[src/rtl/alarm_count_ctrl.sv]
// Two-digit BCD up/down alarm counter with tick prescaler, preset load, threshold compare and buzzer pattern.
// Registered digits/sp/alarm_flag/state; tick and running decode combinationally from state and prescaler.
module alarm_count_ctrl #(
  parameter int TICK_DIV    = 2500000,
  parameter int BEEP_TICKS  = 4,
  parameter int ALARM_BEEPS = 8
) (
  input  logic       clk,
  input  logic       rst,
  input  logic       start,
  input  logic       stop,
  input  logic       dir,
  input  logic       load,
  input  logic [7:0] load_val,
  input  logic [7:0] alarm_val,
  input  logic       ack,
  output logic [3:0] ten,
  output logic [3:0] one,
  output logic       tick,
  output logic       running,
  output logic       sp,
  output logic       alarm_flag,
  output logic [1:0] state_o
);

  localparam int PC_W = (TICK_DIV > 1) ? $clog2(TICK_DIV) : 1;
  localparam int BT_W = $clog2(BEEP_TICKS + 1);
  localparam int BC_W = $clog2(ALARM_BEEPS + 1);

  typedef enum logic [1:0] {
    S_IDLE  = 2'd0,
    S_RUN   = 2'd1,
    S_PAUSE = 2'd2,
    S_ALARM = 2'd3
  } state_t;

  state_t          r_state, w_state_nxt;
  logic [PC_W-1:0] r_pc, w_pc_nxt;
  logic [3:0]      r_ten, r_one, w_ten_nxt, w_one_nxt;
  logic [BT_W-1:0] r_bt, w_bt_nxt;
  logic [BC_W-1:0] r_bc, w_bc_nxt;
  logic            r_sp, w_sp_nxt;
  logic            r_flag, w_flag_nxt;

  logic            w_pc_last;
  logic            w_load_ok;
  logic [3:0]      w_cnt_ten, w_cnt_one;
  logic            w_hit;

  assign w_pc_last = (r_pc == PC_W'(TICK_DIV - 1));
  assign w_load_ok = load && (load_val[7:4] <= 4'd9) && (load_val[3:0] <= 4'd9);

  always_comb begin
    w_cnt_ten = r_ten;
    w_cnt_one = r_one;
    if (!dir) begin
      if (r_one == 4'd9) begin
        w_cnt_one = 4'd0;
        w_cnt_ten = (r_ten == 4'd9) ? 4'd0 : r_ten + 4'd1;
      end else begin
        w_cnt_one = r_one + 4'd1;
      end
    end else begin
      if (r_one == 4'd0) begin
        w_cnt_one = 4'd9;
        w_cnt_ten = (r_ten == 4'd0) ? 4'd9 : r_ten - 4'd1;
      end else begin
        w_cnt_one = r_one - 4'd1;
      end
    end
  end

  // Updated count is always valid BCD, so an out-of-range alarm digit can never match.
  assign w_hit = ({w_cnt_ten, w_cnt_one} == alarm_val);

  always_comb begin
    w_state_nxt = r_state;
    w_pc_nxt    = r_pc;
    w_ten_nxt   = r_ten;
    w_one_nxt   = r_one;
    w_bt_nxt    = r_bt;
    w_bc_nxt    = r_bc;
    w_sp_nxt    = r_sp;
    w_flag_nxt  = r_flag;
    case (r_state)
      S_IDLE: begin
        w_pc_nxt = '0;
        if (ack) begin
          w_flag_nxt = 1'b0;
        end else if (!stop && start) begin
          w_state_nxt = S_RUN;
          w_flag_nxt  = 1'b0;
        end else if (!stop && w_load_ok) begin
          w_ten_nxt = load_val[7:4];
          w_one_nxt = load_val[3:0];
        end
      end
      S_RUN: begin
        if (!stop) begin
          if (w_pc_last) begin
            w_pc_nxt  = '0;
            w_ten_nxt = w_cnt_ten;
            w_one_nxt = w_cnt_one;
            if (w_hit) begin
              w_state_nxt = S_ALARM;
              w_sp_nxt    = 1'b1;
              w_flag_nxt  = 1'b1;
              w_bt_nxt    = '0;
              w_bc_nxt    = '0;
            end
          end else begin
            w_pc_nxt = r_pc + PC_W'(1);
          end
        end else begin
          w_state_nxt = S_PAUSE;
        end
      end
      S_PAUSE: begin
        if (ack) begin
          w_state_nxt = S_IDLE;
          w_pc_nxt    = '0;
          w_flag_nxt  = 1'b0;
        end else if (!stop && start) begin
          w_state_nxt = S_RUN;
        end else if (!stop && w_load_ok) begin
          w_ten_nxt = load_val[7:4];
          w_one_nxt = load_val[3:0];
        end
      end
      S_ALARM: begin
        if (ack) begin
          w_state_nxt = S_IDLE;
          w_pc_nxt    = '0;
          w_sp_nxt    = 1'b0;
          w_flag_nxt  = 1'b0;
          w_bt_nxt    = '0;
          w_bc_nxt    = '0;
        end else if (w_pc_last) begin
          w_pc_nxt = '0;
          if (r_bt == BT_W'(BEEP_TICKS - 1)) begin
            w_bt_nxt = '0;
            if (r_sp) begin
              w_sp_nxt = 1'b0;
              w_bc_nxt = r_bc + BC_W'(1);
            end else if (r_bc == BC_W'(ALARM_BEEPS)) begin
              // Exit after the last beep's off-phase so every beep gets a full on/off period.
              w_state_nxt = S_IDLE;
              w_bc_nxt    = '0;
            end else begin
              w_sp_nxt = 1'b1;
            end
          end else begin
            w_bt_nxt = r_bt + BT_W'(1);
          end
        end else begin
          w_pc_nxt = r_pc + PC_W'(1);
        end
      end
      default: w_state_nxt = S_IDLE;
    endcase
  end

  always_ff @(posedge clk) begin
    if (rst) begin
      r_state <= S_IDLE;
      r_pc    <= '0;
      r_ten   <= 4'd0;
      r_one   <= 4'd0;
      r_bt    <= '0;
      r_bc    <= '0;
      r_sp    <= 1'b0;
      r_flag  <= 1'b0;
    end else begin
      r_state <= w_state_nxt;
      r_pc    <= w_pc_nxt;
      r_ten   <= w_ten_nxt;
      r_one   <= w_one_nxt;
      r_bt    <= w_bt_nxt;
      r_bc    <= w_bc_nxt;
      r_sp    <= w_sp_nxt;
      r_flag  <= w_flag_nxt;
    end
  end

  // A stop on the tick cycle suppresses the tick so the count never moves on a pausing edge.
  assign tick       = (r_state == S_RUN) && w_pc_last && !stop;
  assign running    = (r_state == S_RUN);
  assign ten        = r_ten;
  assign one        = r_one;
  assign sp         = r_sp;
  assign alarm_flag = r_flag;
  assign state_o    = r_state;

endmodule

[config.mk]
export PLATFORM = sky130hd
export DESIGN_NAME = alarm_count_ctrl
export DESIGN_NICKNAME = d
export VERILOG_FILES = /design/src/rtl/alarm_count_ctrl.sv
export SDC_FILE = /design/constraint.sdc
export NUM_CORES = 1
export LEC_CHECK = 0
export CAP_MARGIN = 30
export CORE_MARGIN = 3
export CORE_UTILIZATION = 40
export CTS_BUF_LIST = sky130_fd_sc_hd__clkbuf_8
export DETAILED_ROUTE_END_ITERATION = 6
export HOLD_SLACK_MARGIN = 0.02
export MAX_ROUTING_LAYER = met4
export PLACE_DENSITY_LB_ADDON = 0.25
export RECOVER_POWER = 50
export SKIP_LAST_GASP = 1
export SLEW_MARGIN = 20
export SYNTH_ARGS = -nofsm -noshare
export SYNTH_HDL_FRONTEND = slang
export SYNTH_SLANG_ARGS = --single-unit
export TNS_END_PERCENT = 50
[constraint.sdc]
create_clock -name clk -period 3.28 [get_ports clk]
set_input_delay 0.656 -clock clk [delete_from_list [all_inputs] [get_ports clk]]
set_output_delay 0.656 -clock clk [all_outputs]
set_load 0.02 [all_outputs]
==> results.py, run 1 <==
metrics = {
    "setup_path": {
        "path_class": "flip-flop to output port",
        "critPathArrivalTime_ns": 2.40,
        "critPathMaxFanout": 8,
        "start_kind": "flip-flop",
        "cp_data_required_time_ns": 2.62,
        "endpoint_kind": "output port",
    },
    "synthesis": {
        "synth_top_area_share_pct": 30.4,
        "yosysSeqAreaShare_pct": 30.4,
        "ys.flop_type": "dfxtp_1",
        "ys_top_cells_by_area": "dfxtp_1 30%, nor2_1 6.5%, xor2_1 5.5%",
        "ys_seq_elements": 41,
        "synth-compound-area-share_pct": 16.7,
        "netlist_area_sq_um": 2700,
        "yosysWarningCount": 0,
        "synthMuxAreaShare_pct": 5.06,
        "ys_types": 64,
        "synthSimpleGateAreaFrac_pct": 30.4,
        "syn_nets": 361,
        "synthXorXnorAreaFrac_pct": 8.45,
        "synthCells": 327,
        "synth_edf_count": 0,
        "yosysTopAreaCell": "dfxtp_1",
        "synthArstFlopShare_pct": 0,
        "synthAdderAreaFrac_pct": 5.10,
        "synth.avg_cell_area_sq_um": 8.25,
        "synth_top_family_by_area": "simple AND/OR/NAND/NOR gates",
    },
    "clock_tree": {
        "worstSkewPairLatency_ns": 0.29,
        "h-tree-depth": 2,
        "clk_pin_slew_worst_paths_ns": 0.08,
        "cts_setup_buffers": 0,
        "cts_tree": "done",
        "numCtsBuffers": 5,
        "root_buffer": "clkbuf_8",
        "cts_buffer_depth": 2,
        "clkSinkCount": 41,
    },
    "final_layout": {
        "final_cell_mix": "47 x nor2_1, 41 x dfxtp_1, 23 x clkdlybuf4s50_1",
        "syn_to_final_growth_pct": 22.5,
        "fin_area_sq_um": 3300,
        "n_fill_cell": 631,
        "drive_gt1_share_pct": 9.81,
        "antenna_cells": 0,
        "final_common_cell": "nor2_1",
        "layout.nets": 410,
    },
    "drt": {
        "drtPass1Iterations": 5,
        "post-route-drc-count": 0,
        "drt-initial-drc-count": 115,
        "final_antenna_net_count": 0,
        "viasPerCell": 5.45,
        "vias": 2473,
        "wl_per_cell_microns": 14.1,
        "drt-total-wl_mm": 6.38,
    },
    "global_route": {
        "grt_pass1_wl_mm": 10.7,
        "grt_pass1_vias": 2250,
        "grt_use_total_pct": 17.6,
        "globalRouteOverflowTotal": 0,
        "grt_max_degree": 24,
        "antenna_found_initial": 0,
    },
    "power_and_ir_drop": {
        "p_sw_share_pct": 25.3,
        "peakVddDrop_uv": 182,
        "clockPowerShare_pct": 33.2,
        "p_seq_share_pct": 52.8,
        "internal_power_w": 0.000713,
        "cellPowerDensity_nw_per_um2": 289,
        "p_sw_w": 0.000242,
        "p_total_w": 0.000955,
        "combPwrFrac_pct": 14.0,
        "power_leakage_nw": 1.23,
    },
    "floorplanning": {
        "core_sq_um": 6460,
        "initial_core_util_pct": 41.7,
        "die_area_sq_um": 7760,
        "die_h_microns": 88.1,
        "die_w_microns": 88.1,
        "ios": 37,
        "fp-row-count": 29,
    },
    "sta": {
        "fin_hold_ws_ns": 0.468,
        "fin_ws_ns": 0.223,
        "fin_crit_ns": 3.06,
        "worstMarginPinSlew_ns": 0.915,
        "period_share_pct": 93.2,
        "rsz0062_at_grt": "false",
        "hold_viol_final": 0,
        "setup_tns_ns": 0,
        "fin_worst_skew_ns": 0.00774,
        "fmax_ghz": 0.327,
        "slew_viol_final": 0,
        "setup_viol": 0,
        "slew_headroom_pct": 39.0,
    },
    "placed_design": {
        "gp_congestion": 0.902,
        "place_area_sq_um": 3230,
        "port-buffer-count": 36,
        "post-place-ws_ns": -0.0223,
        "dpl.hpwl_mm": 4.81,
    },
    "run_status": {
        "outcome": "finished clean",
    },
    "min_path": {
        "hp-class": "flip-flop to flip-flop",
    },
    "flow_run": {
        "max_cap_viol_count": 0,
    },
}
==> critical path, stage by stage, from the launching register on <==
cell,delay (ns)
dfxtp_1,0.37
ha_1,0.22
nor4b_1,0.28
and4_1,0.25
nand3_2,0.16
nor3_1,0.19
clkdlybuf4s50_1,0.64
==> timing repair <==
action	4_1_cts	5_1_grt
hold buffers	0	0
endpoints found under the setup margin	0	1
gates resized for setup	0	1
==> registers in the layout (all words and copies together), names as in the netlist <==
register / cells
state_o: 2
r_bc: 4
ten: 4
r_bt: 3
alarm_flag: 1
sp: 1
r_pc: 22
one: 4
==> stage by stage <==
step                      utilization (%)  cells
after floorplan                         -    327
after global placement               49.9    446
after detailed placement             49.9    446
after CTS                            51.2    454
after global routing                 51.1    454
final                                51.1    454
==> metal layers <==
metal  vias to the layer above  GRT usage, %  part of all wire [%]
met4                         0          5.77                   1.7
met3                        12          2.92                   4.0
met2                        47          26.1                    45
met1                      1145          24.2                    49
li1                       1269             -                     -
met5                         -             -                     0
==> logic make-up (layout without fill, tap and decap cells) <==
family                   Yosys count  in the layout
adder cells (fa/ha/maj)           11             11
AO/OA/AOI/OAI                     65             65
buffers and inverters             25             75
AND/OR/NAND/NOR                  147            147
multiplexers                      12             12
XOR/XNOR                          26             26
flip-flops                        41             41
==> synth_stat cells (2+ instances only) <==
| cell type | n |
|---|---|
| ha_1 | 11 |
| buf_1 | 2 |
| a21oi_1 | 14 |
| nand4_1 | 6 |
| or4b_1 | 2 |
| nor2_1 | 47 |
| nand3_1 | 14 |
| nor4b_1 | 4 |
| nor2b_1 | 7 |
| and2_1 | 4 |
| nand3b_1 | 4 |
| xnor2_1 | 9 |
| and3_1 | 8 |
| inv_1 | 13 |
| dfxtp_1 | 41 |
| a211oi_1 | 5 |
| clkbuf_1 | 5 |
| mux2_2 | 3 |
| o211ai_1 | 2 |
| a21boi_0 | 2 |
| nor3_1 | 8 |
| nand2b_1 | 5 |
| nor3b_2 | 2 |
| nand2_1 | 18 |
| or3_1 | 2 |
| nand4bb_1 | 2 |
| buf_2 | 2 |
| a31oi_1 | 5 |
| mux2i_1 | 8 |
| nor4_1 | 3 |
| o21ai_0 | 17 |
| and4b_1 | 3 |
| o2bb2ai_1 | 2 |
| xor2_1 | 17 |
==> power by group through the flow <==
stage	combinational, W	sequential [W]	clock (W)
after floorplan	0.0000724	0.000517	0
after global placement	0.000133	0.000516	0
after detailed placement	0.000134	0.000516	0
after CTS	0.000135	0.000504	0.000331
after global routing	0.000145	0.000505	0.000351
final	0.000133	0.000504	0.000317
==> final cells by class <==
cell class / instances / area, sq um / share of cell area (%)
clock buffer: 5 / 68.8 / 2.08
clock inverter: 3 / 13.8 / 0.417
inverter: 15 / 56.3 / 1.71
multi-input combinational: 261 / 1780 / 53.8
sequential: 41 / 821 / 24.9
tap: 77 / 96.3 / 2.92
timing repair buffer: 52 / 469 / 14.2
==> path summary, 6_finish.rpt <==
kind / from / endpoint / slack [ns] / cells past startpoint
max: r_pc[0]$_SDFFE_PP0P_ / tick / 0.22 / 6
min: r_bt[2]$_SDFFE_PP0P_ / r_bt[2]$_SDFFE_PP0P_ / 0.47 / 1
max reg2reg: one[1]$_SDFFE_PP0P_ / r_bc[1]$_SDFFE_PP0P_ / 0.40 / 10
min reg2reg: r_bt[2]$_SDFFE_PP0P_ / r_bt[2]$_SDFFE_PP0P_ / 0.47 / 1
Power figures use the tool's default switching activity.
==> run 2, diff against run 1 <==
--- a/config.mk
+++ b/config.mk
@@ -11,7 +11,6 @@
 export CTS_BUF_LIST = sky130_fd_sc_hd__clkbuf_8
 export DETAILED_ROUTE_END_ITERATION = 6
 export HOLD_SLACK_MARGIN = 0.02
-export MAX_ROUTING_LAYER = met4
 export PLACE_DENSITY_LB_ADDON = 0.25
 export RECOVER_POWER = 50
 export SKIP_LAST_GASP = 1
==> run 2 against run 1 <==
  * First-iteration DRC count is 9.6% lower
  * Register-to-register slack worse by 0.07 ns
  * Critical path depth is 3 higher
  * Clock power is 3% higher
  * Count of clock-buffer cells in the layout stayed put
  * Cell count stayed put
  * Via count is 1.1% higher
  * Critical endpoint is now r_bc[1]$_SDFFE_PP0P_
  * Largest cell class unchanged
==> results.py, run 2 (same netlist as run 1, synthesis figures left out) <==
metrics = {
    "run_status": {
        "outcome": "finished clean",
    },
    "final_layout": {
        "fin_util_pct": 51.1,
        "fin_area_sq_um": 3300,
        "final_common_cell": "nor2_1",
        "layout.nets": 410,
        "antenna_cells": 0,
        "largest_reg_flops": 22,
        "final_cell_mix": "47 x nor2_1, 41 x dfxtp_1, 24 x clkdlybuf4s50_1",
        "drive_gt1_share_pct": 9.81,
        "syn_to_final_growth_pct": 22.5,
        "largest_register": "r_pc",
    },
    "drt": {
        "final_antenna_net_count": 0,
        "post-route-drc-count": 0,
        "viasPerCell": 5.51,
        "drtPass1Iterations": 4,
        "drt-initial-drc-count": 104,
        "drt-total-wl_mm": 6.52,
        "wl_per_cell_microns": 14.4,
        "vias": 2500,
    },
    "clock_tree": {
        "cts_buffer_depth": 2,
        "root_buffer": "clkbuf_8",
        "cts_tree": "done",
        "numCtsBuffers": 5,
        "clk_pin_slew_worst_paths_ns": 0.08,
        "h-tree-depth": 2,
        "worstSkewPairLatency_ns": 0.30,
        "clkSinkCount": 41,
    },
    "power_and_ir_drop": {
        "clockPowerShare_pct": 34.0,
        "p_total_w": 0.000963,
        "p_sw_share_pct": 25.9,
        "power_leakage_nw": 1.21,
        "peakVddDrop_uv": 168,
        "p_seq_share_pct": 52.3,
        "cellPowerDensity_nw_per_um2": 292,
        "p_sw_w": 0.000249,
        "combPwrFrac_pct": 13.6,
        "internal_power_w": 0.000714,
    },
    "setup_path": {
        "cpPeakStageDelay_ns": 0.54,
        "path_class": "primary input to flip-flop",
        "slowest_stage": "or4b_1",
        "worst_path_most_repeated_cell": "a21oi_1",
        "endpoint_kind": "flip-flop",
        "start_kind": "primary input",
        "cp_data_required_time_ns": 3.51,
        "critPathArrivalTime_ns": 3.29,
        "critical_path.cell_chain": "clkdlybuf4s50_1 > and4bb_1 > a211oi_2 > a21oi_1 > xor2_1 > nor4_4 > a31oi_1 > or4b_1 > a21oi_1",
        "crit_family": "simple AND/OR/NAND/NOR gates",
        "critPathBufInv": 1,
        "critPathMaxFanout": 6,
    },
    "placed_design": {
        "gp_congestion": 0.841,
        "place_area_sq_um": 3230,
        "port-buffer-count": 36,
        "dpl.hpwl_mm": 4.99,
    },
    "sta": {
        "rsz0062_at_grt": "false",
        "setup_tns_ns": 0,
        "worstMarginPinSlew_ns": 0.913,
        "fmax_ghz": 0.328,
        "period_share_pct": 93.1,
        "fin_hold_ws_ns": 0.469,
        "fin_crit_ns": 3.05,
        "hold_viol_final": 0,
        "slew_viol_final": 0,
        "slew_headroom_pct": 39.1,
        "fin_worst_skew_ns": 0.00591,
        "setup_viol": 0,
    },
    "min_path": {
        "hp-class": "flip-flop to flip-flop",
    },
    "floorplanning": {
        "die_w_microns": 88.1,
        "die_area_sq_um": 7760,
        "fp-row-count": 29,
        "core_sq_um": 6460,
        "die_h_microns": 88.1,
        "initial_core_util_pct": 41.7,
        "ios": 37,
    },
    "global_route": {
        "grt_use_total_pct": 17.6,
        "antenna_found_initial": 0,
        "grt_pass1_vias": 2291,
        "globalRouteOverflowTotal": 0,
        "grt_max_degree": 24,
        "grt_pass1_wl_mm": 11.0,
    },
    "flow_run": {
        "max_cap_viol_count": 0,
    },
}
run 2: power groups by stage:
stage                     clock network (W)  logic [W]  registers (W)
final                              0.000328   0.000131       0.000504
after global routing               0.000361   0.000143       0.000505
after CTS                          0.000340   0.000133       0.000504
after detailed placement                  0   0.000132       0.000516
after global placement                    0   0.000132       0.000516
after floorplan                           0  0.0000724       0.000517
run 2: per-stage QoR:
step / setup slack (ns) / cells
2_1_floorplan: 0.499 / 327
4_1_cts: 0.142 / 454
3_5_place_dp: -0.0627 / 446
3_3_place_gp: 0.00689 / 446
5_1_grt: 0.0884 / 454
6_report: 0.227 / 454
run 2: final cells by class:
type | instances | area [sq um]
inverters | 15 | 56.3
flip-flops and latches | 41 | 821
multi-input cells | 261 | 1780
repair buffers | 52 | 465
clock buffers | 5 | 68.8
clock inverters | 3 | 17.5
well taps | 77 | 96.3
fillers | 640 | 3160
run 2: path summary, 6_finish.rpt:
kind / from / to / slack, ns / cells after the start
worst min-delay path: r_bt[2]$_SDFFE_PP0P_ / r_bt[2]$_SDFFE_PP0P_ / 0.47 / 1
worst max-delay path: dir / r_bc[1]$_SDFFE_PP0P_ / 0.23 / 9
worst min register to register: r_bt[2]$_SDFFE_PP0P_ / r_bt[2]$_SDFFE_PP0P_ / 0.47 / 1
worst max register to register: one[0]$_SDFFE_PP0P_ / r_bc[1]$_SDFFE_PP0P_ / 0.33 / 9
run 2: what timing repair did:
action	CTS	global route
setup endpoints to repair	0	1
setup buffers	0	0
hold buffers	0	0
gates resized for setup	0	1
run 2: per-layer routing:
layer	GRT usage (%)	wire length (microns)	share of wire, %
met1	24.3	3230	50
met2	28.4	3000	46
met3	3.29	225	3.4
met4	4.12	69	1.1
met5	0	0	0
==> run 3, diff against run 2 <==
--- a/config.mk
+++ b/config.mk
@@ -5,10 +5,12 @@
 export SDC_FILE = /design/constraint.sdc
 export NUM_CORES = 1
 export LEC_CHECK = 0
+export ABC_CLOCK_PERIOD_IN_PS = 3280
 export CAP_MARGIN = 30
 export CORE_MARGIN = 3
-export CORE_UTILIZATION = 40
+export CORE_UTILIZATION = 45
 export CTS_BUF_LIST = sky130_fd_sc_hd__clkbuf_8
+export CTS_CLUSTER_SIZE = 24
 export DETAILED_ROUTE_END_ITERATION = 6
 export HOLD_SLACK_MARGIN = 0.02
 export PLACE_DENSITY_LB_ADDON = 0.25
==> run 3 against run 2 <==
  * Sequential share of layout area shrank 0.065 points
  * Design area increased by 0.42%
  * Total power increased by 3.5%
  * Non-clock buffer count up 1
==> results.py, run 3 (same netlist as run 1, synthesis figures left out) <==
metrics = {
    "final_layout": {
        "stdcell_count": 450,
        "drive_gt1_share_pct": 10.8,
        "antenna_cells": 0,
        "largest_register": "r_pc",
        "syn_to_final_growth_pct": 23.0,
        "final_cell_mix": "47 x nor2_1, 40 x dfxtp_1, 23 x clkdlybuf4s50_1",
        "layout.nets": 411,
        "largest_reg_flops": 22,
        "final_common_cell": "nor2_1",
        "n_fill_cell": 509,
    },
    "power_and_ir_drop": {
        "power_leakage_nw": 1.24,
        "cellPowerDensity_nw_per_um2": 301,
        "peakVddDrop_uv": 227,
    },
    "clock_tree": {
        "numCtsBuffers": 5,
        "clk_pin_slew_worst_paths_ns": 0.09,
        "worstSkewPairLatency_ns": 0.31,
        "cts_setup_buffers": 0,
        "h-tree-depth": 2,
        "root_buffer": "clkbuf_8",
        "cts_tree": "done",
        "clkSinkCount": 41,
        "cts_buffer_depth": 2,
    },
    "sta": {
        "worstMarginPinSlew_ns": 0.491,
        "rsz0062_at_grt": "false",
        "slew_viol_final": 0,
        "hold_viol_final": 0,
        "fin_crit_ns": 3.11,
        "fin_worst_skew_ns": 0.00965,
        "setup_viol": 0,
        "slew_headroom_pct": 66.9,
        "period_share_pct": 94.8,
        "fin_hold_ws_ns": 0.480,
        "fmax_ghz": 0.322,
    },
    "drt": {
        "wl_per_cell_microns": 14.8,
        "drtPass1Iterations": 4,
        "viasPerCell": 5.57,
        "final_antenna_net_count": 0,
        "drt-total-wl_mm": 6.68,
        "wl_met3_microns": 258,
        "highest_layer": "met4",
        "drt-met1-wl_mm": 3.42,
        "post-route-drc-count": 0,
        "wl_met2_mm": 2.91,
        "vias": 2508,
        "drt-initial-drc-count": 189,
    },
    "global_route": {
        "grt_use_total_pct": 19.5,
        "grt_pass1_vias": 2280,
        "grt_max_degree": 24,
        "antenna_found_initial": 0,
        "globalRouteOverflowTotal": 0,
        "grt_pass1_wl_mm": 11.2,
    },
    "min_path": {
        "hp-class": "flip-flop to flip-flop",
    },
    "floorplanning": {
        "core_sq_um": 5640,
        "fp-row-count": 27,
        "die_w_microns": 83.4,
        "die_h_microns": 83.4,
        "die_area_sq_um": 6960,
        "ios": 37,
        "initial_core_util_pct": 47.8,
    },
    "setup_path": {
        "path_class": "flip-flop to output port",
        "cpPeakStageDelay_ns": 0.66,
        "endpoint_kind": "output port",
        "start_kind": "flip-flop",
        "critical_path.cell_chain": "ha_1 > nor4b_1 > and4_1 > nand3_1 > nor3_1 > clkdlybuf4s50_1",
        "cp_data_required_time_ns": 2.62,
        "slowest_stage": "clkdlybuf4s50_1",
        "critPathArrivalTime_ns": 2.45,
        "crit_family": "simple AND/OR/NAND/NOR gates",
        "critPathMaxFanout": 4,
        "critPathBufInv": 1,
    },
    "placed_design": {
        "gp_congestion": 0.878,
        "dp.cells": 442,
        "dpl.hpwl_mm": 4.94,
        "port-buffer-count": 36,
    },
    "run_status": {
        "outcome": "finished clean",
    },
    "flow_run": {
        "max_cap_viol_count": 0,
    },
}
[run 3: path summary, 6_finish.rpt]
check                           cells past startpoint  slack (ns)                  from              endpoint
worst max register to register                     10        0.43  r_pc[0]$_SDFFE_PP0P_  r_bc[1]$_SDFFE_PP0P_
worst min register to register                      2        0.48  r_bt[0]$_SDFFE_PP0P_  r_bt[0]$_SDFFE_PP0P_
worst min-delay path                                2        0.48  r_bt[0]$_SDFFE_PP0P_  r_bt[0]$_SDFFE_PP0P_
worst max-delay path                                6        0.17  r_pc[0]$_SDFFE_PP0P_                  tick
[run 3: metrics by stage]
| step | util [%] | setup slack (ns) | cell area [sq um] | power, W | setup TNS, ns |
|---|---|---|---|---|---|
| 2_1_floorplan | - | 0.499 | 2700 | 0.000590 | 0 |
| 3_3_place_gp | 57.2 | 0.0495 | 3230 | 0.000648 | 0 |
| 3_5_place_dp | 57.2 | -0.0274 | 3230 | 0.000650 | -0.0455 |
| 4_1_cts | 58.9 | 0.109 | 3320 | 0.00101 | 0 |
| 5_1_grt | 58.8 | 0.00493 | 3320 | 0.00104 | 0 |
| 6_report | 58.8 | 0.171 | 3320 | 0.000996 | 0 |
[run 3: cell type report]
cell class	instances	area, sq um	share of cell area (%)
multi-input cells	261	1770	53.4
flip-flops and latches	41	822	24.8
repair buffers	53	482	14.5
well taps	72	90.1	2.72
clock buffers	5	68.8	2.08
inverters	15	56.3	1.70
clock inverters	3	25.0	0.755
[run 3: worst register-to-register path, stage by stage, from the launching register on]
cell      delay (ns)
dfxtp_1         0.39
ha_1            0.26
nor4b_1         0.29
and4_1          0.23
nand3_1         0.10
clkbuf_1        0.20
nor2b_1         0.25
a21oi_1         0.09
or2_2           0.33
or4b_1          0.50
a21oi_1         0.15
[run 3: routing by layer]
| layer | vias to the layer above | global-route usage, % |
|---|---|---|
| met2 | 55 | 28.1 |
| li1 | 1273 | - |
| met4 | 0 | 6.54 |
| met3 | 9 | 3.47 |
| met1 | 1171 | 29.2 |
| met5 | - | 0 |
[run 3: where the power goes]
| group | internal (W) | total, W | switching, W | leakage, nW |
|---|---|---|---|---|
| Sequential | 0.000500 | 0.000504 | 0.00000441 | 0.331 |
| Combinational | 0.0000696 | 0.000135 | 0.0000650 | 0.862 |
| Clock | 0.000154 | 0.000358 | 0.000204 | 0.0447 |
| Total | 0.000723 | 0.000996 | 0.000273 | 1.24 |
[run 3: repair_timing]
| item | 4_1_cts | 5_1_grt |
|---|---|---|
| endpoints found under the setup margin | 0 | 2 |
| hold buffers | 0 | 0 |
| resized for setup | 0 | 1 |
